==> config.mk <==
export PLATFORM = sky130hd
export DESIGN_NAME = operand_issue
export DESIGN_NICKNAME = d
export VERILOG_FILES = /design/src/rtl/operand_issue.sv
export SDC_FILE = /design/constraint.sdc
export NUM_CORES = 1
export LEC_CHECK = 0
export ABC_AREA = 0
export BUFFER_PORTS_ARGS = -buffer_cell sky130_fd_sc_hd__buf_2
export CELL_PAD_IN_SITES_DETAIL_PLACEMENT = 1
export CELL_PAD_IN_SITES_GLOBAL_PLACEMENT = 1
export CORE_AREA = 2 2 327 329
export CTS_BUF_LIST = sky130_fd_sc_hd__clkbuf_16
export DETAILED_ROUTE_END_ITERATION = 16
export DIE_AREA = 0 0 329 331
export PLACE_DENSITY = 0.48
export SYNTH_ARGS = -nofsm -noshare
export SYNTH_HDL_FRONTEND = slang
export SYNTH_SLANG_ARGS = --single-unit
==> constraint.sdc <==
create_clock -name clk -period 2.2 [get_ports clk]
set_input_delay 0.44 -clock clk [delete_from_list [all_inputs] [get_ports clk]]
set_output_delay 0.44 -clock clk [all_outputs]
set_load 0.02 [all_outputs]
==> src/rtl/operand_issue.sv <==
// ID->EX issue stage: resolves source operands from forwarding/regfile, detects
// load-use hazards and holds the ID/EX register behind a valid/ready handshake.
module operand_issue #(
   parameter int STALL_CNT_W = 32
) (
   input  logic                   clk,
   input  logic                   reset,
   input  logic                   flush,
   input  logic                   id_valid,
   output logic                   id_ready,
   input  logic [63:0]            id_pc,
   input  logic [4:0]             id_rs1,
   input  logic [4:0]             id_rs2,
   input  logic                   id_use_rs1,
   input  logic                   id_use_rs2,
   input  logic [4:0]             id_rd,
   input  logic                   id_regwrite,
   input  logic                   id_is_load,
   input  logic [63:0]            rf_rdata1,
   input  logic [63:0]            rf_rdata2,
   input  logic [64:0]            fwd_ex1,
   input  logic [64:0]            fwd_mem1,
   input  logic [64:0]            fwd_wb1,
   input  logic [64:0]            fwd_ex2,
   input  logic [64:0]            fwd_mem2,
   input  logic [64:0]            fwd_wb2,
   input  logic                   ex_ready,
   output logic                   ex_valid,
   output logic [63:0]            ex_pc,
   output logic [63:0]            ex_op1,
   output logic [63:0]            ex_op2,
   output logic [4:0]             ex_rd,
   output logic                   ex_regwrite,
   output logic                   ex_is_load,
   output logic [STALL_CNT_W-1:0] stall_cnt
);

   // Youngest producer wins; x0 always reads as zero whatever is forwarded.
   function automatic logic [63:0] select_operand(
      input logic [4:0]  rs,
      input logic [64:0] f_ex,
      input logic [64:0] f_mem,
      input logic [64:0] f_wb,
      input logic [63:0] rf
   );
      logic [63:0] v;
      if (f_ex[64])       v = f_ex[63:0];
      else if (f_mem[64]) v = f_mem[63:0];
      else if (f_wb[64])  v = f_wb[63:0];
      else                v = rf;
      if (rs == 5'd0)     v = 64'd0;
      return v;
   endfunction

   function automatic logic [STALL_CNT_W-1:0] sat_inc(input logic [STALL_CNT_W-1:0] c);
      return (&c) ? c : c + 1'b1;
   endfunction

   logic                   valid_q, valid_d;
   logic [63:0]            pc_q, pc_d;
   logic [63:0]            op1_q, op1_d;
   logic [63:0]            op2_q, op2_d;
   logic [4:0]             rd_q, rd_d;
   logic                   regwrite_q, regwrite_d;
   logic                   is_load_q, is_load_d;
   logic [STALL_CNT_W-1:0] cnt_q, cnt_d;

   logic [63:0] op1_res, op2_res;
   logic        load_use, hold;

   assign op1_res = select_operand(id_rs1, fwd_ex1, fwd_mem1, fwd_wb1, rf_rdata1);
   assign op2_res = select_operand(id_rs2, fwd_ex2, fwd_mem2, fwd_wb2, rf_rdata2);

   assign load_use = valid_q & is_load_q & regwrite_q & (rd_q != 5'd0) &
                     ((id_use_rs1 & (id_rs1 == rd_q)) | (id_use_rs2 & (id_rs2 == rd_q)));
   assign hold     = valid_q & ~ex_ready;
   assign id_ready = ~load_use & ~hold;

   always_comb begin
      valid_d    = valid_q;
      pc_d       = pc_q;
      op1_d      = op1_q;
      op2_d      = op2_q;
      rd_d       = rd_q;
      regwrite_d = regwrite_q;
      is_load_d  = is_load_q;
      cnt_d      = cnt_q;
      if (flush) begin
         valid_d = 1'b0;
      end else if (hold) begin
         valid_d = valid_q;
      end else if (id_valid && id_ready) begin
         valid_d    = 1'b1;
         pc_d       = id_pc;
         op1_d      = op1_res;
         op2_d      = op2_res;
         rd_d       = id_rd;
         regwrite_d = id_regwrite;
         is_load_d  = id_is_load;
      end else if (id_valid && load_use) begin
         valid_d = 1'b0;
         cnt_d   = sat_inc(cnt_q);
      end else begin
         valid_d = 1'b0;
      end
   end

   // ID/EX register boundary
   always_ff @(posedge clk) begin
      if (reset) begin
         valid_q    <= 1'b0;
         pc_q       <= 64'd0;
         op1_q      <= 64'd0;
         op2_q      <= 64'd0;
         rd_q       <= 5'd0;
         regwrite_q <= 1'b0;
         is_load_q  <= 1'b0;
         cnt_q      <= '0;
      end else begin
         valid_q    <= valid_d;
         pc_q       <= pc_d;
         op1_q      <= op1_d;
         op2_q      <= op2_d;
         rd_q       <= rd_d;
         regwrite_q <= regwrite_d;
         is_load_q  <= is_load_d;
         cnt_q      <= cnt_d;
      end
   end

   assign ex_valid    = valid_q;
   assign ex_pc       = pc_q;
   assign ex_op1      = op1_q;
   assign ex_op2      = op2_q;
   assign ex_rd       = rd_q;
   assign ex_regwrite = regwrite_q;
   assign ex_is_load  = is_load_q;
   assign stall_cnt   = cnt_q;

endmodule

# Word level (Yosys, flattened, before mapping)
# Index checks and enable logic that the tools add are counted.
dict set report op_classes {
  n_addsub 1
  eq_ne 2
  mux 9
  bitwise 15
  n_reduce_logical 9
}
# op n
set op_table {}
lappend op_table {{$mux W64} 8}
lappend op_table {{$add A32 B1 Y32 const B} 1}
lappend op_table {{$reduce_and A32 Y1} 1}
lappend op_table {{$eq A5 B5 Y1} 2}
lappend op_table {{$logic_not A5 Y1} 2}
lappend op_table {{$and A1 B1 Y1} 8}
lappend op_table {{$not A1 Y1} 6}
lappend op_table {{$reduce_and A5 Y1} 1}
lappend op_table {{$reduce_bool A5 Y1} 1}
lappend op_table {{$reduce_and A3 Y1} 1}
lappend op_table {{$logic_and A1 B1 Y1} 2}
lappend op_table {{$reduce_or A2 Y1} 1}
lappend op_table {{$mux W1} 1}
lappend op_table {{$or A1 B1 Y1} 1}
dict set report word_totals {
  regBits 232
  output_inout_bits 233
  wordCells 44
}

# Longest topological paths before layout
# Gate-level depths: netlist (run 1).
dict set report depth {
  word_depth 9
  ltp_mapped 9
}

# Worst setup path after synthesis (run 1)
# OpenSTA, ideal clock, no wires.
dict set report synth_path {
  kind {reg2out}
  startpoint {register rd_q[0] (netlist: ex_rd[0])}
  endpoint {output port id_ready}
  arrival_ps 1789
  required_ps 1760
  setup_slack_ps -29
  path_stages_with_launch 6
  n_path_buf 0
  cell_sequence {dfxtp_1 -> or4_1 -> o2111ai_1 -> nand2b_1 -> inv_1 -> nor2_1}
}
dict set report synth_between {
  elab_chain_cells 6
}
# item line_no
set synth_rtl {}
lappend synth_rtl {{start, declared} 63} ;# logic [4:0] rd_q, rd_d;
lappend synth_rtl {{start signal, assigned} 124} ;# rd_q <= rd_d;
lappend synth_rtl {{$eq A5 B5 Y1} 75} ;# ((id_use_rs1 & (id_rs1 == rd_q)) | (id_use_rs2 & (id_rs2 == rd_q)));
lappend synth_rtl {{$and A1 B1 Y1} 75}
lappend synth_rtl {{$or A1 B1 Y1} 75}
lappend synth_rtl {{$and A1 B1 Y1 *} 74} ;# assign load_use = valid_q & is_load_q & regwrite_q & (rd_q != 5'd0) &
lappend synth_rtl {{$not A1 Y1 *} 77} ;# assign id_ready = ~load_use & ~hold;
lappend synth_rtl {{$and A1 B1 Y1 *} 77}
lappend synth_rtl {{end, declared} 10} ;# output logic id_ready,
# Every way passes the cells marked *; elsewhere a longest branch is shown, timed or not.

# Final worst setup path (run 1)
dict set report layout_path {
  startpoint {register rd_q[2] (netlist: ex_rd[2])}
  endpoint {output port id_ready}
}
# The elaborated chain is that of the path after synthesis.

==> results.json, run 1 <==
{
  "synth-adder-area-share": 0.000969,
  "syn_nets": 2420,
  "clock_path_buffers": 3,
  "hold_path_class": "in -> reg",
  "wirelength_um": 86000,
  "rsz0062_at_grt": "true",
  "internal-power_mw": 8.51,
  "tightest_slew_ns": 0.880,
  "finalCritPeriodShare": 1.20,
  "max_slew_margin": 0.412,
  "final.min_clock_period_ns": 2.63,
  "cts.sinks": 232,
  "io_buffers": 838,
  "fin_nets": 3366,
  "synth_seq_area_share": 0.360,
  "rows": 119,
  "yosys.area_share.simple": 0.324,
  "drv_slew": 0,
  "synth_xor_area_frac": 0.00882,
  "power.static_leakage_nw": 11.1,
  "grt.overflow.total": 0,
  "cts_root_buf": "clkbuf_16",
  "dieArea_um2": 109000,
  "synth_cells": 1813,
  "yosys_register_bits": 232,
  "synth_top_family_by_area": "simple AND/OR/NAND/NOR gates",
  "cts_hold_buf": 0,
  "synth_edf_count": 0,
  "vias_per_cell": 3.96,
  "pwr-share-comb": 0.254,
  "layout-drive-gt1-share": 0.462,
  "cts_made_buffers": 31,
  "crit_type": "reg -> out",
  "outcome": "finished with violations",
  "synth.distinct_cells": 41,
  "skew_ns": 0.00472,
  "fin_util": 0.220,
  "antenna_found_initial": 25,
  "ff2ff_setup_slack_ns": -0.34,
  "p_clk_frac": 0.389,
  "arrival_ns": 2.19,
  "hold_viol": 0,
  "switchingPower_mw": 4.05,
  "cp_max_fo": 2,
  "coreArea_um2": 105000,
  "htree_levels": 1,
  "grt_pass1_wl_um": 119000,
  "setup_viol": 217,
  "vias": 16548,
  "stdcell_count": 4180,
  "maxCapViolCount": 0,
  "ant_nets": 0,
  "endpoint_kind": "output port",
  "max_freq_mhz": 380,
  "wl_per_cell_um": 20.6,
  "setup.worst_path.start_class": "register",
  "grt_pass1_vias": 17374,
  "die_x_um": 329,
  "netlist_area_um2": 12900,
  "grt_max_degree": 123,
  "gp_congestion": 0.802,
  "area_growth_pct": 79.0,
  "ys.flop_type": "dfxtp_1",
  "clk_pin_slew_worst_paths_ns": 0.06,
  "firstDrtPassIters": 4,
  "avgSynthCellArea_um2": 7.12,
  "track_usage": 0.148,
  "io_pins": 839,
  "cts_tree": "built",
  "clock_latency_ns": 0.62,
  "drt_iter0_markers": 643,
  "yosysWarnings": 0,
  "synthMuxAreaShare": 0.103,
  "start_util": 0.123,
  "async_reset_ff_frac": 0,
  "die_h_um": 331,
  "layout_setup_ws_ns": -0.433,
  "p_sw_frac": 0.323,
  "violations": "setup timing",
  "synth-compound-area-share": 0.152,
  "ir_worst_vdd_mv": 0.631,
  "dp_cells": 4035,
  "drc": 0,
  "power_density_nw_per_um2": 544,
  "hpwl_um": 65000,
  "required_ns": 1.76,
  "p_seq_frac": 0.357
}
-- cell usage in the layout, fill, tap and decap left out, drive strengths merged, types with 5 or more instances in the layout --
cell / count
a21oi: 226
and4: 6
buf: 1065
clkbuf: 35
clkinv: 18
dfxtp: 232
diode: 5
inv: 12
mux2i: 129
nand2: 416
nand3: 140
nand3b: 128
nand4: 10
nor2: 142
nor3: 5
o21ai: 147
o31ai: 7
or3: 18
or4: 9
xnor2: 10
-- per-layer routing --
layer  track usage  wire (um)  up-vias
li1              -          -     8176
met1         0.179      35200     7767
met2         0.262      42900      496
met3        0.0387       5970       95
met4        0.0316       1810       14
met5             0         84        -
-- stage by stage --
stage          setup TNS (ns)  instance area (um^2)  hold WS [ns]  worst slack, ns  total power [mW]
6_report               -43.38                 23100        0.0489           -0.433              12.6
4_1_cts                -27.82                 22800       0.00643           -0.476              12.8
3_5_place_dp           -10.42                 19700         0.445           -0.238              7.25
3_3_place_gp            -5.16                 19700         0.440           -0.233              7.25
5_1_grt                -69.07                 23100        0.0255           -0.521              13.2
2_1_floorplan               0                 12900         0.519           0.0133              5.77
-- state kept, by name, indices dropped and copies added (netlist names) --
name and cells:
ex_is_load 1, ex_op1 64, ex_op2 64, ex_pc 64, ex_rd 5, ex_regwrite 1, ex_valid 1, stall_cnt 32
-- critical path: stages, from the launching register on --
cell,delay (ns)
dfxtp_2,0.32
or4_4,0.57
o2111ai_4,0.21
nand2b_4,0.19
inv_2,0.04
nor2_2,0.10
buf_6,0.14
-- kinds of logic (layout without fill, tap and decap cells) --
kind of cell	Yosys count	after routing
buffers and inverters	162	1132
AOI/OAI and AO/OA	386	386
xor gates and xnor gates	13	13
adders and majority gates	1	1
other	0	5
DFF	232	232
muxes	132	132
and+or+nand+nor	887	888
-- final timing paths --
kind	startpoint	endpoint	cells past startpoint
worst min-delay path	id_pc[41]	ex_pc[41]	3
worst max-delay path	ex_rd[2]	id_ready	6
worst max register to register	ex_rd[2]	ex_pc[61]	14
worst min register to register	ex_pc[57]	ex_pc[57]	2
-- synth_stat cells (2+ instances only) --
cell      instances  area share
a21oi_1         226       0.088
and3_1            3      0.0015
and4_1            6      0.0041
buf_1            18      0.0052
buf_2            35       0.014
clkbuf_1        102       0.030
dfxtp_1         232        0.36
inv_1             5      0.0015
mux2_2            3      0.0026
mux2i_1         129        0.10
nand2_1         416        0.12
nand3_1         139       0.054
nand3b_1        128       0.074
nand4_1          10      0.0048
nor2_1          141       0.041
nor2b_1           2     0.00097
nor3_1            5      0.0019
nor4_1            3      0.0015
o21ai_0         146       0.057
o31ai_1           7      0.0041
or3_1            18      0.0087
or4_1             9      0.0052
xnor2_1          10      0.0068
xor2_1            3      0.0020
-- repair_timing --
item	CTS	global route
pin swaps	195	17
gates cloned	25	5
endpoints found under the setup margin	196	231
resized for setup	261	34
hold endpoints to repair	0	0
setup buffers	52	2
-- power groups by stage --
| stage | logic [mW] | registers [mW] | clock network [mW] |
|---|---|---|---|
| 3_5_place_dp | 2.69 | 4.56 | 0 |
| 5_1_grt | 3.46 | 4.50 | 5.24 |
| 4_1_cts | 3.20 | 4.48 | 5.08 |
| 2_1_floorplan | 0.992 | 4.78 | 0 |
| 3_3_place_gp | 2.68 | 4.56 | 0 |
| 6_report | 3.18 | 4.49 | 4.89 |
-- area by class of cell --
cell class              count  area, um^2
repair buffers           1069        7410
fillers                 12819       81900
inverters                   5        18.8
well taps                1391        1740
clock inverters            27         164
diodes                      5        12.5
flip-flops and latches    232        4660
multi-input cells        1420        8320
clock buffers              31         776
Power figures use the tool's default switching activity.
==> inputs of run 2 (changes only) <==
PLACE_DENSITY = 0.47   (was 0.48)
RECOVER_POWER = 50   (was unset)
clock period = 3.3 ns   (was 2.2 ns; I/O delays follow)
==> run 2 against run 1 <==
  * The flow now finishes without violations
  * Setup slack gained 0.63 ns
  * Count of clock-buffer cells in the layout grew 3
  * Core utilization shrank 3.4 points
  * Worst hold slack gained 0.24 ns
  * Die area is the same
  * Clock skew grew 0.021 ns
  * Design area shrank 16%
  * Sequential share of layout area grew 3.7 points
  * Routed wire length shrank 8.7%
  * Clock power shrank 28%
==> results.json, run 2 (synthesized netlist as in run 1, its figures left out) <==
{
  "postPlaceCellArea_um2": 18700,
  "layout_setup_ws_ns": 0.197,
  "rows": 119,
  "ff2ff_setup_slack_ns": 0.61,
  "arrival_ns": 2.44,
  "grt_pass1_vias": 16314,
  "p_seq_frac": 0.368,
  "grt_pass1_wl_um": 111000,
  "postCtsSetupRepairBufs": 0,
  "switchingPower_mw": 2.60,
  "drt_iter0_markers": 615,
  "vias": 15662,
  "die_h_um": 331,
  "firstDrtPassIters": 4,
  "r2r_start": "ex_rd[4]",
  "hpwl_um": 62900,
  "wl_per_cell_um": 19.7,
  "start_util": 0.123,
  "r2r_end": "stall_cnt[16]",
  "clock_path_buffers": 3,
  "power.static_leakage_nw": 8.56,
  "cp_max_fo": 5,
  "io_pins": 839,
  "cts_hold_buf": 0,
  "grt_max_degree": 138,
  "io_buffers": 838,
  "r2r_cells": 6,
  "outcome": "complete, no violations",
  "final_common_cell": "buf_2",
  "setup.worst_path.start_class": "register",
  "drv_slew": 0,
  "power_density_nw_per_um2": 417,
  "place_ws_ns": 0.440,
  "endpoint_kind": "output port",
  "p_clk_frac": 0.431,
  "coreArea_um2": 105000,
  "internal-power_mw": 5.52,
  "cts.sinks": 232,
  "cts_root_buf": "clkbuf_16",
  "layout-drive-gt1-share": 0.273,
  "setup_viol": 0,
  "gp_congestion": 0.816,
  "fin_nets": 3179,
  "hold_viol": 0,
  "clk_pin_slew_worst_paths_ns": 0.06,
  "cts_made_buffers": 34,
  "clock_latency_ns": 0.57,
  "die_x_um": 329,
  "final.min_clock_period_ns": 3.10,
  "grt.overflow.total": 0,
  "dieArea_um2": 109000,
  "pwr-share-comb": 0.201,
  "crit_type": "reg -> out",
  "required_ns": 2.64,
  "slowest_stage": "dfxtp_1",
  "finalCritPeriodShare": 0.940,
  "critPathMaxStageDelay_ns": 0.64,
  "max_freq_mhz": 322,
  "antenna_found_initial": 30,
  "vias_per_cell": 3.92,
  "hold_start": "flush",
  "area_growth_pct": 51.0,
  "design_area_um2": 19500,
  "fillers": 13075,
  "track_usage": 0.136,
  "htree_levels": 2,
  "ant_nets": 0,
  "hold_path_class": "in -> reg",
  "drc": 0,
  "tightest_slew_ns": 1.10,
  "wirelength_um": 78500,
  "skew_ns": 0.0254,
  "cts_tree": "built",
  "whs_endpoint": "ex_valid",
  "final_cell_mix": "buf_2, nand2_1, dfxtp_1",
  "p_sw_frac": 0.320,
  "max_slew_margin": 0.261,
  "path_cells": "xnor2_1, nand4_1, o22ai_1, buf_4, nand2b_1, inv_1, nor2_1, buf_2",
  "ir_worst_vdd_mv": 0.280,
  "maxCapViolCount": 0,
  "tns_ns": 0,
  "rsz0062_at_grt": "false",
  "hold_depth": 2
}
[run 2: cell types whose count changed in the layout (fill, tap and decap cells not counted), sizes merged]
cell	delta
clkinvlp	+1
diode	+3
or4b	-1
inv	-4
clkinv	-2
clkbuf	+230
buf	-416
[run 2: worst max-delay path by stage]
stage,start,endpoint,slack [ns]
floorplan,ex_rd[0],id_ready,0.85
global placement,ex_rd[1],ex_op1[19],0.52
detailed placement,ex_rd[1],ex_op1[9],0.44
CTS,ex_rd[1],id_ready,0.003
global route,ex_rd[1],id_ready,0.09
finish,ex_rd[4],id_ready,0.20
[run 2: power by group through the flow]
stage | Sequential (mW) | Clock, mW | Combinational [mW]
floorplan | 3.19 | 0 | 0.661
global placement | 3.04 | 0 | 1.70
detailed placement | 3.04 | 0 | 1.70
CTS | 2.99 | 3.70 | 1.71
global route | 3.00 | 3.79 | 1.80
finish | 2.99 | 3.50 | 1.63
[run 2: repair_timing]
item,CTS,global route
gates resized for setup,1,2
pin swaps,0,0
setup endpoints to repair,1,1
[run 2: per-layer routing]
layer  wire length, um  track usage
met2             37700        0.234
met1             32700        0.163
met4              2320       0.0399
met3              5670       0.0410
met5               130            0
[run 2: through the flow]
| stage | cells | hold slack, ns | total power, mW | utilization |
|---|---|---|---|---|
| floorplan | 1813 | 0.533 | 3.85 | - |
| global placement | 3927 | 0.440 | 4.74 | 0.178 |
| detailed placement | 3927 | 0.447 | 4.74 | 0.178 |
| CTS | 3983 | 0.237 | 8.39 | 0.188 |
| global route | 3986 | 0.268 | 8.60 | 0.186 |
| finish | 3991 | 0.285 | 8.12 | 0.186 |
[run 2: area by class of cell]
type,instances,area [um^2],share of cell area
Multi-Input combinational cell,1419,7660,0.393
Sequential cell,232,4640,0.238
Clock buffer,34,851,0.0437
Timing Repair Buffer,880,4370,0.224
Tap cell,1391,1740,0.0893
Antenna cell,8,20.0,0.00103
Inverter,5,18.8,0.000963
Clock inverter,22,183,0.00937
[run 2: critical path, delay by kind of cell (launching register included)]
family,cells,cell delay [ns]
flip-flops,1,0.64
buffers and inverters,3,0.45
AND/OR/NAND/NOR,3,0.30
AO/OA/AOI/OAI,1,0.29
XOR/XNOR,1,0.18
==> inputs of run 3 (changes only) <==
CTS_CLUSTER_SIZE = 8   (was unset)
GPL_TIMING_DRIVEN = 0   (was unset)
clock period = 3.35 ns   (was 3.3 ns; I/O delays follow)
==> run 3 against run 2 <==
  * Design area increased by 0.78%
  * Via count increased by 4.3%
  * Sequential power decreased by 1%
  * Worst hold slack better by 0.033 ns
  * Sequential share of layout area fell by 0.19 points
  * Flip-flop and latch count stayed put
  * Power decreased by 1.5%
  * Combinational power increased by 3%
==> results.json, run 3 (synthesized netlist as in run 1, its figures left out) <==
{
  "outcome": "complete, no violations",
  "max_freq_mhz": 314,
  "clk_pin_slew_worst_paths_ns": 0.05,
  "grt_pass1_wl_um": 122000,
  "finalCritPeriodShare": 0.949,
  "p_sw_frac": 0.323,
  "area_growth_pct": 52.2,
  "grt_pass1_vias": 17261,
  "required_ns": 2.68,
  "stdcell_count": 4095,
  "fin_nets": 3293,
  "wl_per_cell_um": 21.7,
  "coreArea_um2": 105000,
  "drt_iter0_markers": 721,
  "crit_family": "simple AND/OR/NAND/NOR gates",
  "internal-power_mw": 5.42,
  "cts_made_buffers": 36,
  "postCtsSetupRepairBufs": 0,
  "max_slew_margin": 0.0898,
  "pwr-share-comb": 0.211,
  "final_cell_mix": "buf_2, nand2_1, clkbuf_1",
  "cp_max_fo": 5,
  "io_pins": 839,
  "dp_cells": 4039,
  "endpoint_kind": "output port",
  "clock_path_buffers": 3,
  "vias_per_cell": 3.99,
  "io_buffers": 832,
  "grt.overflow.total": 0,
  "die_h_um": 331,
  "start_util": 0.123,
  "maxCapViolCount": 0,
  "layout_setup_ws_ns": 0.170,
  "clock_latency_ns": 0.55,
  "rsz0062_at_grt": "false",
  "crit_type": "reg -> out",
  "dieArea_um2": 109000,
  "r2r_cells": 8,
  "fillers": 13188,
  "hold_viol": 0,
  "firstDrtPassIters": 5,
  "p_clk_frac": 0.420,
  "cts_hold_buf": 0,
  "path_buf_inv": 2,
  "cts_tree": "built",
  "antenna_found_initial": 23,
  "setup.worst_path.start_class": "register",
  "final_common_cell": "buf_2",
  "ir_worst_vdd_mv": 0.259,
  "drv_slew": 0,
  "place_ws_ns": -0.634,
  "r2r_start": "ex_rd[4]",
  "tightest_slew_ns": 1.35,
  "p_seq_frac": 0.369,
  "whs_endpoint": "ex_valid",
  "die_x_um": 329,
  "ant_nets": 0,
  "layout-drive-gt1-share": 0.259,
  "path_cells": "or4_4, o2111ai_4, nand2b_4, inv_1, nor2_1, buf_2",
  "r2r_end": "ex_op2[48]",
  "htree_levels": 2,
  "final.min_clock_period_ns": 3.18,
  "arrival_ns": 2.51,
  "switchingPower_mw": 2.58,
  "critPathMaxStageDelay_ns": 0.64,
  "ff2ff_setup_slack_ns": 0.37,
  "slowest_stage": "or4_4",
  "drc": 0,
  "gp_congestion": 0.863,
  "cts_resized": 6,
  "hold_start": "flush",
  "wirelength_um": 88700,
  "hpwl_um": 75300,
  "power_density_nw_per_um2": 407,
  "power.static_leakage_nw": 8.61,
  "skew_ns": 0.0159,
  "cts.sinks": 232,
  "hold_path_class": "in -> reg",
  "track_usage": 0.154,
  "cts_root_buf": "clkbuf_16",
  "fin_util": 0.187,
  "hold_depth": 2,
  "cp.depth": 6,
  "vias": 16342,
  "grt_max_degree": 11,
  "rows": 119,
  "setup_viol": 0
}
==> run 3: cell count changes in the layout (fill, tap and decap cells not counted), sizes merged <==
cell,delta
diode,+1
clkinv,-10
clkbuf,+106
bufinv,-1
clkinvlp,-2
inv,+2
buf,+8
==> run 3: power by group through the flow <==
stage / Sequential (mW) / Clock, mW / Combinational (mW)
2_1_floorplan: 3.14 / 0 / 0.651
3_3_place_gp: 3.00 / 0 / 1.73
3_5_place_dp: 3.00 / 0 / 1.74
4_1_cts: 2.95 / 3.54 / 1.75
5_1_grt: 2.96 / 3.63 / 1.85
6_report: 2.95 / 3.36 / 1.68
==> run 3: per-stage QoR <==
step | instance area, um^2 | total power [mW] | setup TNS (ns) | hold slack, ns
floorplan | 12900 | 3.79 | 0 | 0.533
global placement | 18800 | 4.73 | -119.96 | 0.441
detailed placement | 18900 | 4.74 | -62.14 | 0.445
CTS | 19900 | 8.23 | 0 | 0.272
global route | 19600 | 8.44 | 0 | 0.305
finish | 19600 | 8.00 | 0 | 0.318
==> run 3: layer usage <==
metal | wire [um] | global-route usage | up-vias
li1 | - | - | 7994
met1 | 37300 | 0.187 | 7669
met2 | 42200 | 0.261 | 541
met3 | 6340 | 0.0460 | 128
met4 | 2750 | 0.0488 | 10
met5 | 57 | 0 | -
==> run 3: cell type report <==
type | count | area (um^2) | share of cell area
multi-input combinational | 1419 | 7650 | 0.390
sequential | 232 | 4640 | 0.236
timing repair buffer | 835 | 3930 | 0.200
tap | 1391 | 1740 | 0.0886
clock buffer | 36 | 901 | 0.0459
buffer | 157 | 649 | 0.0331
clock inverter | 11 | 81.3 | 0.00414
antenna | 9 | 22.5 | 0.00115
inverter | 5 | 18.8 | 0.000956
==> run 3: how the worst max path moves through the flow <==
stage                          from    endpoint  slack, ns
after CTS                  ex_rd[0]    id_ready      0.001
after global placement    id_rs2[2]  ex_op1[31]      -1.13
after floorplan            ex_rd[0]    id_ready       0.89
after global routing       ex_rd[0]    id_ready       0.02
after detailed placement  id_rs2[4]  ex_op1[14]      -0.63
final                      ex_rd[0]    id_ready       0.17
